==> src/rtl/frame_seq_pkg.sv <==
// Shared definitions for the frame sequencing controller.
// Provides the controller state encoding, the display mode encoding,
// the watchdog counter width and the saturating threshold step helper.
package frame_seq_pkg;

    typedef enum logic [2:0] {
        ST_IDLE,
        ST_ARM,
        ST_RUN,
        ST_DRAIN,
        ST_PAUSED
    } state_t;

    typedef enum logic [1:0] {
        MODE_GRAY  = 2'd0,
        MODE_GAUSS = 2'd1,
        MODE_BIN   = 2'd2,
        MODE_SOBEL = 2'd3
    } mode_t;

    localparam int unsigned WD_W = 21;

    // Saturating +/- step; simultaneous up and down cancel out.
    function automatic logic [7:0] thr_next(input logic [7:0] cur,
                                            input logic [7:0] step,
                                            input logic       up,
                                            input logic       dn);
        logic [8:0] sum;
        sum      = {1'b0, cur} + {1'b0, step};
        thr_next = cur;
        if (up && !dn) begin
            thr_next = sum[8] ? 8'hFF : sum[7:0];
        end else if (dn && !up) begin
            thr_next = (cur < step) ? 8'h00 : cur - step;
        end
    endfunction

endpackage

==> src/rtl/frame_seq_if.sv <==
// Control/status bundle between the frame controller and its environment.
// master: drives configuration status, key pulses and the capture stream
//         markers; observes capture enable, active mode/threshold, counters
//         and status flags.
// slave:  the controller side of the same signals.
interface frame_seq_if;
    logic        cfg_done;
    logic        key_mode;
    logic        key_up;
    logic        key_dn;
    logic        key_pause;
    logic        din_vld;
    logic        din_sop;
    logic        din_eop;
    logic        capture_en;
    logic [1:0]  mode;
    logic [7:0]  thr;
    logic [15:0] frame_cnt;
    logic [7:0]  err_cnt;
    logic        timeout;
    logic        busy;

    modport master (
        output cfg_done, key_mode, key_up, key_dn, key_pause,
               din_vld, din_sop, din_eop,
        input  capture_en, mode, thr, frame_cnt, err_cnt, timeout, busy
    );

    modport slave (
        input  cfg_done, key_mode, key_up, key_dn, key_pause,
               din_vld, din_sop, din_eop,
        output capture_en, mode, thr, frame_cnt, err_cnt, timeout, busy
    );
endinterface

==> src/rtl/frame_watchdog.sv <==
// No-frame watchdog: counts cycles while run_i is high and no clear occurs.
// Ports:
//   clk, rst   clock, synchronous active-high reset
//   run_i      counting enabled (controller is capturing)
//   clr_i      restart the count (a frame start was seen)
//   expire_o   one-cycle pulse on the LIMIT-th uncleared running cycle
module frame_watchdog
    import frame_seq_pkg::*;
#(
    parameter int unsigned LIMIT = 2_000_000
) (
    input  logic clk,
    input  logic rst,
    input  logic run_i,
    input  logic clr_i,
    output logic expire_o
);

    logic [WD_W-1:0] cnt_q, cnt_d;

    assign expire_o = run_i && !clr_i && (cnt_q == WD_W'(LIMIT - 1));

    always_comb begin
        cnt_d = cnt_q + 1'b1;
        if (!run_i || clr_i || expire_o) begin
            cnt_d = '0;
        end
    end

    always_ff @(posedge clk) begin
        if (rst) begin
            cnt_q <= '0;
        end else begin
            cnt_q <= cnt_d;
        end
    end

endmodule

==> src/rtl/frame_seq_ctrl.sv <==
// Frame-level controller for the camera -> gray -> gauss -> binarise ->
// sobel -> VGA stream. Gates capture until sensor configuration is done,
// commits shadowed mode/threshold only at frame boundaries, supports
// pause/resume at frame end, counts frames and framing errors and runs a
// no-frame watchdog.
// Ports:
//   clk, rst   pixel clock, synchronous active-high reset
//   bus        frame_seq_if slave: cfg_done, key_* pulses, din_vld/sop/eop in;
//              capture_en, mode, thr, frame_cnt, err_cnt, timeout, busy out
module frame_seq_ctrl
    import frame_seq_pkg::*;
#(
    parameter logic [7:0]  THR_INIT = 8'd100,
    parameter logic [7:0]  THR_STEP = 8'd5,
    parameter int unsigned FRAME_TO = 2_000_000
) (
    input logic        clk,
    input logic        rst,
    frame_seq_if.slave bus
);

    state_t      state_q, state_d;
    mode_t       mode_q, mode_d, mode_p_q, mode_p_d;
    logic [7:0]  thr_q, thr_d, thr_p_q, thr_p_d;
    logic [15:0] frame_cnt_q, frame_cnt_d;
    logic [7:0]  err_cnt_q, err_cnt_d;
    logic        busy_q, busy_d;
    logic        timeout_q, timeout_d;
    logic        capture_en_q, capture_en_d;

    logic cap_act, sop, eop, frame_end, wd_run, wd_expire;

    // Stream markers only count while capture is live and configured.
    assign cap_act   = bus.cfg_done && (state_q inside {ST_ARM, ST_RUN, ST_DRAIN});
    assign sop       = cap_act && bus.din_vld && bus.din_sop;
    assign eop       = cap_act && bus.din_vld && bus.din_eop;
    // An eop closes a frame if one is open or opens in the same cycle.
    assign frame_end = eop && (busy_q || sop);
    assign wd_run    = state_q inside {ST_RUN, ST_DRAIN};

    frame_watchdog #(.LIMIT(FRAME_TO)) u_wd (
        .clk      (clk),
        .rst      (rst),
        .run_i    (wd_run),
        .clr_i    (sop),
        .expire_o (wd_expire)
    );

    always_comb begin
        state_d     = state_q;
        busy_d      = busy_q;
        timeout_d   = timeout_q;
        frame_cnt_d = frame_cnt_q;
        err_cnt_d   = err_cnt_q;
        mode_d      = mode_q;
        thr_d       = thr_q;
        mode_p_d    = bus.key_mode ? mode_t'(mode_p_q + 2'd1) : mode_p_q;
        thr_p_d     = thr_next(thr_p_q, THR_STEP, bus.key_up, bus.key_dn);

        if (((sop && busy_q) || (eop && !busy_q && !sop)) && (err_cnt_q != 8'hFF)) begin
            err_cnt_d = err_cnt_q + 8'd1;
        end
        if (sop) begin
            busy_d    = 1'b1;
            timeout_d = 1'b0;
        end
        if (frame_end) begin
            busy_d      = 1'b0;
            frame_cnt_d = frame_cnt_q + 16'd1;
        end
        // Commit uses the registered shadow, so a key pulse in this cycle
        // lands at the next boundary.
        if (frame_end || (state_q inside {ST_IDLE, ST_ARM, ST_PAUSED})) begin
            mode_d = mode_p_q;
            thr_d  = thr_p_q;
        end

        case (state_q)
            ST_IDLE: if (bus.cfg_done) state_d = ST_ARM;
            ST_ARM:  if (sop) state_d = ST_RUN;
            ST_RUN: begin
                if (wd_expire) begin
                    timeout_d = 1'b1;
                    busy_d    = 1'b0;
                    state_d   = ST_ARM;
                end else if (bus.key_pause) begin
                    // Decided on post-cycle busy: a pause on the eop cycle
                    // needs no drain.
                    state_d = busy_d ? ST_DRAIN : ST_PAUSED;
                end
            end
            ST_DRAIN: begin
                if (wd_expire) begin
                    timeout_d = 1'b1;
                    busy_d    = 1'b0;
                    state_d   = ST_PAUSED;
                end else if (frame_end) begin
                    state_d = ST_PAUSED;
                end
            end
            ST_PAUSED: if (bus.key_pause) state_d = ST_ARM;
            default: state_d = ST_IDLE;
        endcase

        if (!bus.cfg_done) begin
            state_d = ST_IDLE;
            busy_d  = 1'b0;
        end

        capture_en_d = state_d inside {ST_ARM, ST_RUN, ST_DRAIN};
    end

    always_ff @(posedge clk) begin
        if (rst) begin
            state_q      <= ST_IDLE;
            busy_q       <= 1'b0;
            timeout_q    <= 1'b0;
            frame_cnt_q  <= '0;
            err_cnt_q    <= '0;
            mode_q       <= MODE_SOBEL;
            mode_p_q     <= MODE_SOBEL;
            thr_q        <= THR_INIT;
            thr_p_q      <= THR_INIT;
            capture_en_q <= 1'b0;
        end else begin
            state_q      <= state_d;
            busy_q       <= busy_d;
            timeout_q    <= timeout_d;
            frame_cnt_q  <= frame_cnt_d;
            err_cnt_q    <= err_cnt_d;
            mode_q       <= mode_d;
            mode_p_q     <= mode_p_d;
            thr_q        <= thr_d;
            thr_p_q      <= thr_p_d;
            capture_en_q <= capture_en_d;
        end
    end

    assign bus.capture_en = capture_en_q;
    assign bus.mode       = mode_q;
    assign bus.thr        = thr_q;
    assign bus.frame_cnt  = frame_cnt_q;
    assign bus.err_cnt    = err_cnt_q;
    assign bus.timeout    = timeout_q;
    assign bus.busy       = busy_q;

endmodule
==> src/flat_wrapper.sv <==
// flat-port wrapper written by rule: the top's interface ports become plain ports
module frame_seq_ctrl_flat import frame_seq_pkg::*;
#(
    parameter logic [7:0]  THR_INIT = 8'd100,
    parameter logic [7:0]  THR_STEP = 8'd5,
    parameter int unsigned FRAME_TO = 2_000_000
)
  (clk, rst, bus_cfg_done, bus_key_mode, bus_key_up, bus_key_dn, bus_key_pause, bus_din_vld, bus_din_sop, bus_din_eop, bus_capture_en, bus_mode, bus_thr, bus_frame_cnt, bus_err_cnt, bus_timeout, bus_busy);
  frame_seq_if bus_i ();
  input logic clk;
  input logic rst;
  input wire logic [$bits(bus_i.cfg_done)-1:0] bus_cfg_done;
  input wire logic [$bits(bus_i.key_mode)-1:0] bus_key_mode;
  input wire logic [$bits(bus_i.key_up)-1:0] bus_key_up;
  input wire logic [$bits(bus_i.key_dn)-1:0] bus_key_dn;
  input wire logic [$bits(bus_i.key_pause)-1:0] bus_key_pause;
  input wire logic [$bits(bus_i.din_vld)-1:0] bus_din_vld;
  input wire logic [$bits(bus_i.din_sop)-1:0] bus_din_sop;
  input wire logic [$bits(bus_i.din_eop)-1:0] bus_din_eop;
  output wire logic [$bits(bus_i.capture_en)-1:0] bus_capture_en;
  output wire logic [$bits(bus_i.mode)-1:0] bus_mode;
  output wire logic [$bits(bus_i.thr)-1:0] bus_thr;
  output wire logic [$bits(bus_i.frame_cnt)-1:0] bus_frame_cnt;
  output wire logic [$bits(bus_i.err_cnt)-1:0] bus_err_cnt;
  output wire logic [$bits(bus_i.timeout)-1:0] bus_timeout;
  output wire logic [$bits(bus_i.busy)-1:0] bus_busy;
  assign bus_i.cfg_done = bus_cfg_done;
  assign bus_i.key_mode = bus_key_mode;
  assign bus_i.key_up = bus_key_up;
  assign bus_i.key_dn = bus_key_dn;
  assign bus_i.key_pause = bus_key_pause;
  assign bus_i.din_vld = bus_din_vld;
  assign bus_i.din_sop = bus_din_sop;
  assign bus_i.din_eop = bus_din_eop;
  assign bus_capture_en = bus_i.capture_en;
  assign bus_mode = bus_i.mode;
  assign bus_thr = bus_i.thr;
  assign bus_frame_cnt = bus_i.frame_cnt;
  assign bus_err_cnt = bus_i.err_cnt;
  assign bus_timeout = bus_i.timeout;
  assign bus_busy = bus_i.busy;
  frame_seq_ctrl #(.THR_INIT(THR_INIT), .THR_STEP(THR_STEP), .FRAME_TO(FRAME_TO)) u_core (.clk(clk), .rst(rst), .bus(bus_i));
endmodule
==> config.mk <==
export PLATFORM = sky130hd
export DESIGN_NAME = frame_seq_ctrl_flat
export DESIGN_NICKNAME = d
export VERILOG_FILES = /design/src/rtl/frame_seq_pkg.sv /design/src/rtl/frame_seq_if.sv /design/src/rtl/frame_watchdog.sv /design/src/rtl/frame_seq_ctrl.sv /design/src/flat_wrapper.sv
export SDC_FILE = /design/constraint.sdc
export NUM_CORES = 1
export LEC_CHECK = 0
export ABC_AREA = 1
export BUFFER_PORTS_ARGS = -buffer_cell sky130_fd_sc_hd__buf_2
export CAP_MARGIN = 10
export CORE_ASPECT_RATIO = 0.5
export CORE_MARGIN = 1.5
export CORE_UTILIZATION = 45
export CTS_CLUSTER_SIZE = 16
export DETAILED_ROUTE_END_ITERATION = 8
export GPL_TIMING_DRIVEN = 0
export SETUP_SLACK_MARGIN = 0.15
export SLEW_MARGIN = 20
export SYNTH_ARGS = -nofsm -noshare
export SYNTH_HDL_FRONTEND = slang
export SYNTH_HIERARCHICAL = 1
export SYNTH_SLANG_ARGS = --single-unit
==> constraint.sdc <==
create_clock -name clk -period 1.96 [get_ports clk]
set_clock_uncertainty 0.2 [all_clocks]
set_input_delay 0.098 -clock clk [delete_from_list [all_inputs] [get_ports clk]]
set_output_delay 0.098 -clock clk [all_outputs]
set_load 0.03 [all_outputs]
==> results of run 1 <==
## registers in the layout, summed over array words and instances, names as in the netlist
name	flops
u_core/bus.busy	1
u_core/bus.capture_en	1
u_core/bus.err_cnt	8
u_core/bus.frame_cnt	16
u_core/bus.mode	2
u_core/bus.thr	8
u_core/bus.timeout	1
u_core/mode_p_q	2
u_core/state_q	3
u_core/thr_p_q	8
u_core/u_wd/cnt_q	21
## per-stage QoR
step,cell area (sq um),setup TNS (ns),std cells
2_1_floorplan,3930,0,574
3_3_place_gp,4300,-0.0904,732
3_5_place_dp,4300,-0.0379,732
4_1_cts,4770,0,761
5_1_grt,5000,0,777
6_report,5000,0,777
## power by group
group | switching (mW) | leakage (nW) | internal [mW]
sequential | 0.0432 | 0.583 | 1.49
combinational | 0.281 | 1.32 | 0.172
clock | 0.594 | 0.151 | 1.04
total | 0.918 | 2.06 | 2.71
## kinds of logic (layout without fill, tap and decap cells)
group                      count (synthesis)  in the layout  synth area share
and+or+nand+nor                          306            306             0.360
adders and majority gates                  6              6            0.0191
AOI/OAI and AO/OA                         87             87             0.122
buffers and inverters                     81            172            0.0863
DFF                                       71             71             0.362
xor gates and xnor gates                  23             23            0.0513
## how the worst min path moves through the flow
stage	start	endpoint	slack (ns)	cells after the start
4_1_cts	bus_din_sop	u_core/bus.timeout	0.01	4
5_1_grt	bus_din_sop	u_core/bus.timeout	0.13	5
3_5_place_dp	bus_cfg_done	u_core/state_q[2]	0.18	3
2_1_floorplan	bus_cfg_done	u_core/state_q[2]	0.02	2
3_3_place_gp	bus_cfg_done	u_core/state_q[2]	0.18	3
6_report	bus_din_sop	u_core/bus.timeout	0.1	5
## repair_timing
action,4_1_cts,5_1_grt
endpoints found under the hold margin,8,0
setup buffers,9,16
hold buffers,5,0
pin swaps,9,14
gates resized for setup,18,40
endpoints found under the setup margin,20,28
## synth_stat cells, types with 5 or more instances
master	n
nor3_1	14
dfxtp_1	71
nand3_1	45
ha_1	6
inv_2	5
xor2_1	16
nand2_2	9
xnor2_1	7
nor2_1	58
nor2_2	9
o21ai_0	24
clkbuf_1	6
a21oi_1	52
nand2_1	140
inv_1	62
nand4_1	14
nor2_4	7
## routing by layer
| metal | wire length [um] | share of wire | vias to the layer above |
|---|---|---|---|
| met5 | 0 | 0 | - |
| met4 | 77 | 0.0081 | 0 |
| met3 | 388 | 0.041 | 9 |
| met2 | 4380 | 0.46 | 66 |
| met1 | 4650 | 0.49 | 1767 |
| li1 | - | - | 2034 |
## area by class of cell
type	instances	area (sq um)	share of cell area
clock buffer	11	253	0.0506
sequential	71	1440	0.288
multi-input combinational	422	2290	0.458
clock inverter	4	45.0	0.00902
tap	112	140	0.0280
timing repair buffer	76	477	0.0954
buffer	14	103	0.0205
inverter	67	251	0.0503
## worst max-delay path: cells and delay by family, from the launching register on
| kind | cells | cell delay [ns] |
|---|---|---|
| and+or+nand+nor | 5 | 0.40 |
| AOI/OAI and AO/OA | 2 | 0.40 |
| DFF | 1 | 0.34 |
| buffers and inverters | 2 | 0.32 |
==> out/qor.csv, run 1 <==
stage;metric;value;unit
floorplanning;floorplan.rows;23;
detailed_routing;drtAntennaViolNets;0;
critical_path;worst-path-max-fanout;5;
place;preCtsSetupSlack;-0.0156;ns
run_status;run_status;completed;
critical_path;critical_path.cell_chain;nor2_4 -> nor2_2 -> nand3_2 -> buf_4 -> nand2_2 -> o21ai_4 -> buf_4 -> nand3_1 -> a21oi_1;
critical_path;critical_path_required;2.02;ns
pwr;totalPowerFinal;3.62;mW
critical_path;reg_to_reg_start;u_core/state_q[0];
yosys;synthDominantCellAreaShare;0.362;
cts;worstSkewPairLatency;0.33;ns
global_routing;grt_util_met1;0.280;
cts;h_tree_depth;3;
critical_path;startpoint;u_core/state_q[0];
global_routing;remaining_overflow_grt;0;
detailed_routing;route.final.wire_length;9490;um
cts;clock_transition_at_the_register_clock_pins_on_the_worst_setup_and_hold_paths_after_cts;0.06;ns
layout;finish.net_count;677;
yosys;synth_area_leaders;dfxtp_1 (36%), nand2_1 (13%), a21oi_1 (6.6%);
critical_path;critPathLaunchType;flip-flop;
yosys;synth_edf_count;0;
layout;mostFrequentLayoutCell;nand2_1;
cts;numCtsBuffers;9;
place;detailed_place_hpwl;6590;um
pwr;power.density;726;nW/um^2
yosys;dominantRegCellSynth;dfxtp_1;
critical_path;timing.critical_path.to_type;flip-flop;
global_routing;busiest_layer_in_global_routing;met2;
layout;area_growth;27.1;%
detailed_routing;routed_via_density;4.99;
sta;rsz0062_at_grt;yes;
global_routing;met3_usage;0.0522;
global_routing;global_route_wire_length_before_repair;16000;um
layout;drive_gt1_frac;0.248;
sta;final-hold-violation-count;0;
critical_path;regToRegEndpoint;u_core/bus.err_cnt[2];
yosys;yosys.area.top_type;dfxtp_1;
cts;clock_path_buffers;2;
detailed_routing;drtIter0Drc;129;
floorplanning;die_boundary_width;135;um
cts;cts.sink_count;71;
cts;cts.root.buffer_cell;clkbuf_16;
cts;cts_tree;yes;
global_routing;grt_max_degree;12;
place;total_of_buffers_placed_on_input_and_output_ports;46;
detailed_routing;drt-pass1-iter-count;5;
floorplanning;dieArea;9340;sq um
global_routing;global_route.usage.total;0.210;
yosys;synth.yosys.warnings;6;
layout;commonest_cells_after_routing_fill_and_taps_aside;nand2_1 (135), inv_1 (59), dfxtp_1 (59), nor2_1 (56), a21oi_1 (51);
yosys;synth.cell_area;3930;sq um
layout;num-fill-cells;819;
floorplanning;num_io_pins;47;
yosys;yosysUniqueCellTypes;34;
critical_path;regToRegSetupSlack;0.22;ns
layout;layout.core_utilization;0.607;
yosys;synthesis.instances;574;
sta;hold_ws;0.0977;ns
yosys;synth_async_sr_flop_share;0;
critical_path;crit_path_top_delay_cell;dfxtp_2;
critical_path;worst_setup_path_endpoint;u_core/bus.err_cnt[2];
sta;maxSlewViolCount;0;
critical_path;critical-path-top-cell-by-count;buf_4;
sta;max_slew_margin;0.587;
yosys;avgSynthCellArea;6.85;sq um
floorplanning;initial_core_util;0.478;
critical_path;timing_worst_setup_path_type;reg2reg;
flow_run;maxCapViolCount;0;
sta;timing_worst_slew_pin_value;0.620;ns
sta;fmax;576;MHz
sta;count_of_endpoints_failing_setup_in_the_final_report;0;
floorplanning;chip_height;69.1;um
sta;finalCriticalPeriod;1.74;ns
global_routing;grt_pass1_vias;3546;
critical_path;reg2reg_depth;9;
pwr;leakage_power;2.06;nW
place;finalWeightedCongestion;0.845;
layout;antenna-diode-count;0;
sta;timing.final.crit_share;0.886;
yosys;synth.yosys.seq_area_share;0.362;
min_path;holdCritPathClass;in2reg;
floorplanning;area_of_the_core;8230;sq um
detailed_routing;vias;3876;
critical_path;cp_data_arrival_time;1.79;ns
sta;setup_slack;0.224;ns
global_routing;number_of_antenna_violations_at_the_first_check_in_global_routing;0;
yosys;synthesized_net_count;590;
yosys;postSynthRegisterBits;71;
pwr;maximum_vdd_drop;0.515;mV
global_routing;grt_util_met2;0.338;
detailed_routing;drt-wirelength-per-cell;12.2;um
detailed_routing;drc;0;
critical_path;critical_path.max_stage_delay;0.34;ns
Note: power is estimated with default switching activity, not from simulation.
==> run 2: changes to the inputs <==
--- a/config.mk
+++ b/config.mk
@@ -10,7 +10,7 @@
 export CAP_MARGIN = 10
 export CORE_ASPECT_RATIO = 0.5
 export CORE_MARGIN = 1.5
-export CORE_UTILIZATION = 45
+export CORE_UTILIZATION = 30
 export CTS_CLUSTER_SIZE = 16
 export DETAILED_ROUTE_END_ITERATION = 8
 export GPL_TIMING_DRIVEN = 0
==> run 2 against run 1 <==
Net effect: the flow now finishes with violations (hold timing); via count down 2.0%; critical path depth grew 2; highest routed layer unchanged; critical path type unchanged; cell count is 6.0% higher.
==> out/qor.csv, run 2 (synthesis results as in run 1) <==
stage;metric;value;unit
floorplanning;area_of_the_core;12700;sq um
layout;area_growth;28.1;%
place;dpl-instance-area;4370;sq um
cts;clock_transition_at_the_register_clock_pins_on_the_worst_setup_and_hold_paths_after_cts;0.06;ns
sta;count_of_endpoints_failing_setup_in_the_final_report;0;
cts;cts_hold_repair.buffers;5;
critical_path;critical_path_required;1.99;ns
critical_path;crit_path_top_delay_cell;dfxtp_4;
critical_path;cp_num_buf_inv;1;
sta;final-hold-violation-count;1;
floorplanning;die_boundary_width;165;um
critical_path;critical_path.max_stage_delay;0.37;ns
detailed_routing;drt-pass1-iter-count;4;
place;total_of_buffers_placed_on_input_and_output_ports;46;
flow_run;maxCapViolCount;0;
floorplanning;floorplan.rows;29;
layout;commonest_cells_after_routing_fill_and_taps_aside;nand2_1 (136), dfxtp_1 (62), inv_1 (57), nor2_1 (53), a21oi_1 (52);
detailed_routing;drtAntennaViolNets;0;
critical_path;reg2reg_depth;11;
critical_path;cp.depth;11;
min_path;hold-path-cell-count;4;
cts;cts_tree;yes;
detailed_routing;vias;3800;
critical_path;critical_path.cell_chain;ha_4 -> nand2_2 -> nor2_4 -> nand3_2 -> nor3_4 -> buf_4 -> nor2_2 -> nand2_1 -> nand3_1 -> nand2_1 -> nand2_1;
sta;timing_worst_slew_pin_value;0.593;ns
cts;numCtsBuffers;9;
sta;hold_ws;-0.0895;ns
layout;num-fill-cells;1286;
layout;antenna-diode-count;0;
layout;cell_count_final_fillers_out;824;
min_path;holdCritPathClass;in2reg;
run_status;violations;hold timing;
run_status;run_status;finished, violations left;
critical_path;worst-path-max-fanout;4;
detailed_routing;route.final.wire_length;9680;um
detailed_routing;drc;0;
layout;biggest_register;u_core/u_wd/cnt_q;
layout;mostFrequentLayoutCell;nand2_1;
sta;fmax;565;MHz
detailed_routing;drtIter0Drc;180;
floorplanning;chip_height;83.9;um
critical_path;critPathLaunchType;flip-flop;
layout;drive_gt1_frac;0.237;
layout;largest_reg_flops;21;
global_routing;grt_pass1_vias;3350;
floorplanning;initial_core_util;0.309;
layout;finish.net_count;665;
sta;final.setup.tns;0;ns
pwr;maximum_vdd_drop;0.400;mV
place;detailed_place_hpwl;6800;um
sta;finalCriticalPeriod;1.77;ns
cts;h_tree_depth;3;
sta;maxSlewViolCount;0;
critical_path;critical-path-top-cell-by-count;nand2_1;
floorplanning;num_io_pins;47;
cts;cts.root.buffer_cell;clkbuf_16;
cts;cts.sink_count;71;
place;finalWeightedCongestion;0.911;
floorplanning;dieArea;13800;sq um
sta;rsz0062_at_grt;yes;
critical_path;timing.critical_path.to_type;flip-flop;
sta;timing.final.crit_share;0.903;
cts;worstSkewPairLatency;0.33;ns
pwr;leakage_power;1.99;nW
global_routing;global_route.usage.total;0.146;
global_routing;number_of_antenna_violations_at_the_first_check_in_global_routing;0;
detailed_routing;drt-wirelength-per-cell;11.7;um
critical_path;critical-path-top-delay-family;simple AND/OR/NAND/NOR gates;
critical_path;timing_worst_setup_path_type;reg2reg;
layout;design_area;5030;sq um
place;placed_cells;790;
sta;max_slew_margin;0.605;
critical_path;cp_data_arrival_time;1.80;ns
pwr;power.density;727;nW/um^2
detailed_routing;routed_via_density;4.61;
global_routing;grt_max_degree;12;
global_routing;remaining_overflow_grt;0;
global_routing;global_route_wire_length_before_repair;16000;um
cts;clock_path_buffers;2;
run 2: cell count changes in the layout (fill, tap and decap cells not counted), sizes merged:
cell	before	now
buf	79	66
clkbuf	17	21
clkinv	3	1
dlygate4sd3	4	5
dlymetal6s4s	1	0
run 2: cell type report:
class                      instances  area (sq um)  area share
multi-input combinational        422          2340       0.465
timing repair buffer              64           385      0.0766
clock inverter                     2          38.8     0.00771
clock buffer                      14           264      0.0524
buffer                            14           100      0.0199
sequential                        71          1440       0.286
tap                              170           213      0.0423
inverter                          67           254      0.0505
run 2: path summary, 6_finish.rpt:
| path | from | endpoint | slack, ns |
|---|---|---|---|
| setup reg to reg | u_core/u_wd/cnt_q[0] | u_core/bus.capture_en | 0.19 |
| setup / recovery | u_core/u_wd/cnt_q[0] | u_core/bus.capture_en | 0.19 |
| hold / removal | rst | u_core/u_wd/cnt_q[20] | -0.09 |
| hold reg to reg | u_core/u_wd/cnt_q[0] | u_core/u_wd/cnt_q[0] | 0.25 |
run 2: worst reg2reg max path, stage by stage (launching register included):
cell,delay [ns]
dfxtp_4,0.37
ha_4,0.14
nand2_2,0.06
nor2_4,0.16
nand3_2,0.11
nor3_4,0.15
buf_4,0.14
nor2_2,0.04
nand2_1,0.07
nand3_1,0.07
nand2_1,0.08
nand2_1,0.06
run 2: report_power, final:
| part | total [mW] | internal, mW | switching [mW] |
|---|---|---|---|
| logic | 0.450 | 0.168 | 0.281 |
| clock network | 1.67 | 1.06 | 0.612 |
| registers | 1.54 | 1.49 | 0.0465 |
run 2: metal layers:
metal	up-vias	global-route usage	share of wire
met5	-	0	0
met3	13	0.0373	0.031
met4	0	0.0639	0.013
met2	37	0.233	0.48
met1	1738	0.185	0.47
li1	2012	-	-
run 2: stage by stage:
step	utilization	power (mW)	setup slack [ns]
final	0.395	3.66	0.189
after global routing	0.395	3.83	0.0915
after CTS	0.380	3.67	0.141
after detailed placement	0.343	1.96	-0.0820
after global placement	0.343	1.95	-0.0459
after floorplan	-	1.85	0.154
run 2: repair_timing:
action | 4_1_cts | 5_1_grt
setup buffers | 6 | 7
hold endpoints to repair | 9 | 1
endpoints found under the setup margin | 12 | 28
resized for setup | 19 | 45
pin swaps | 7 | 12
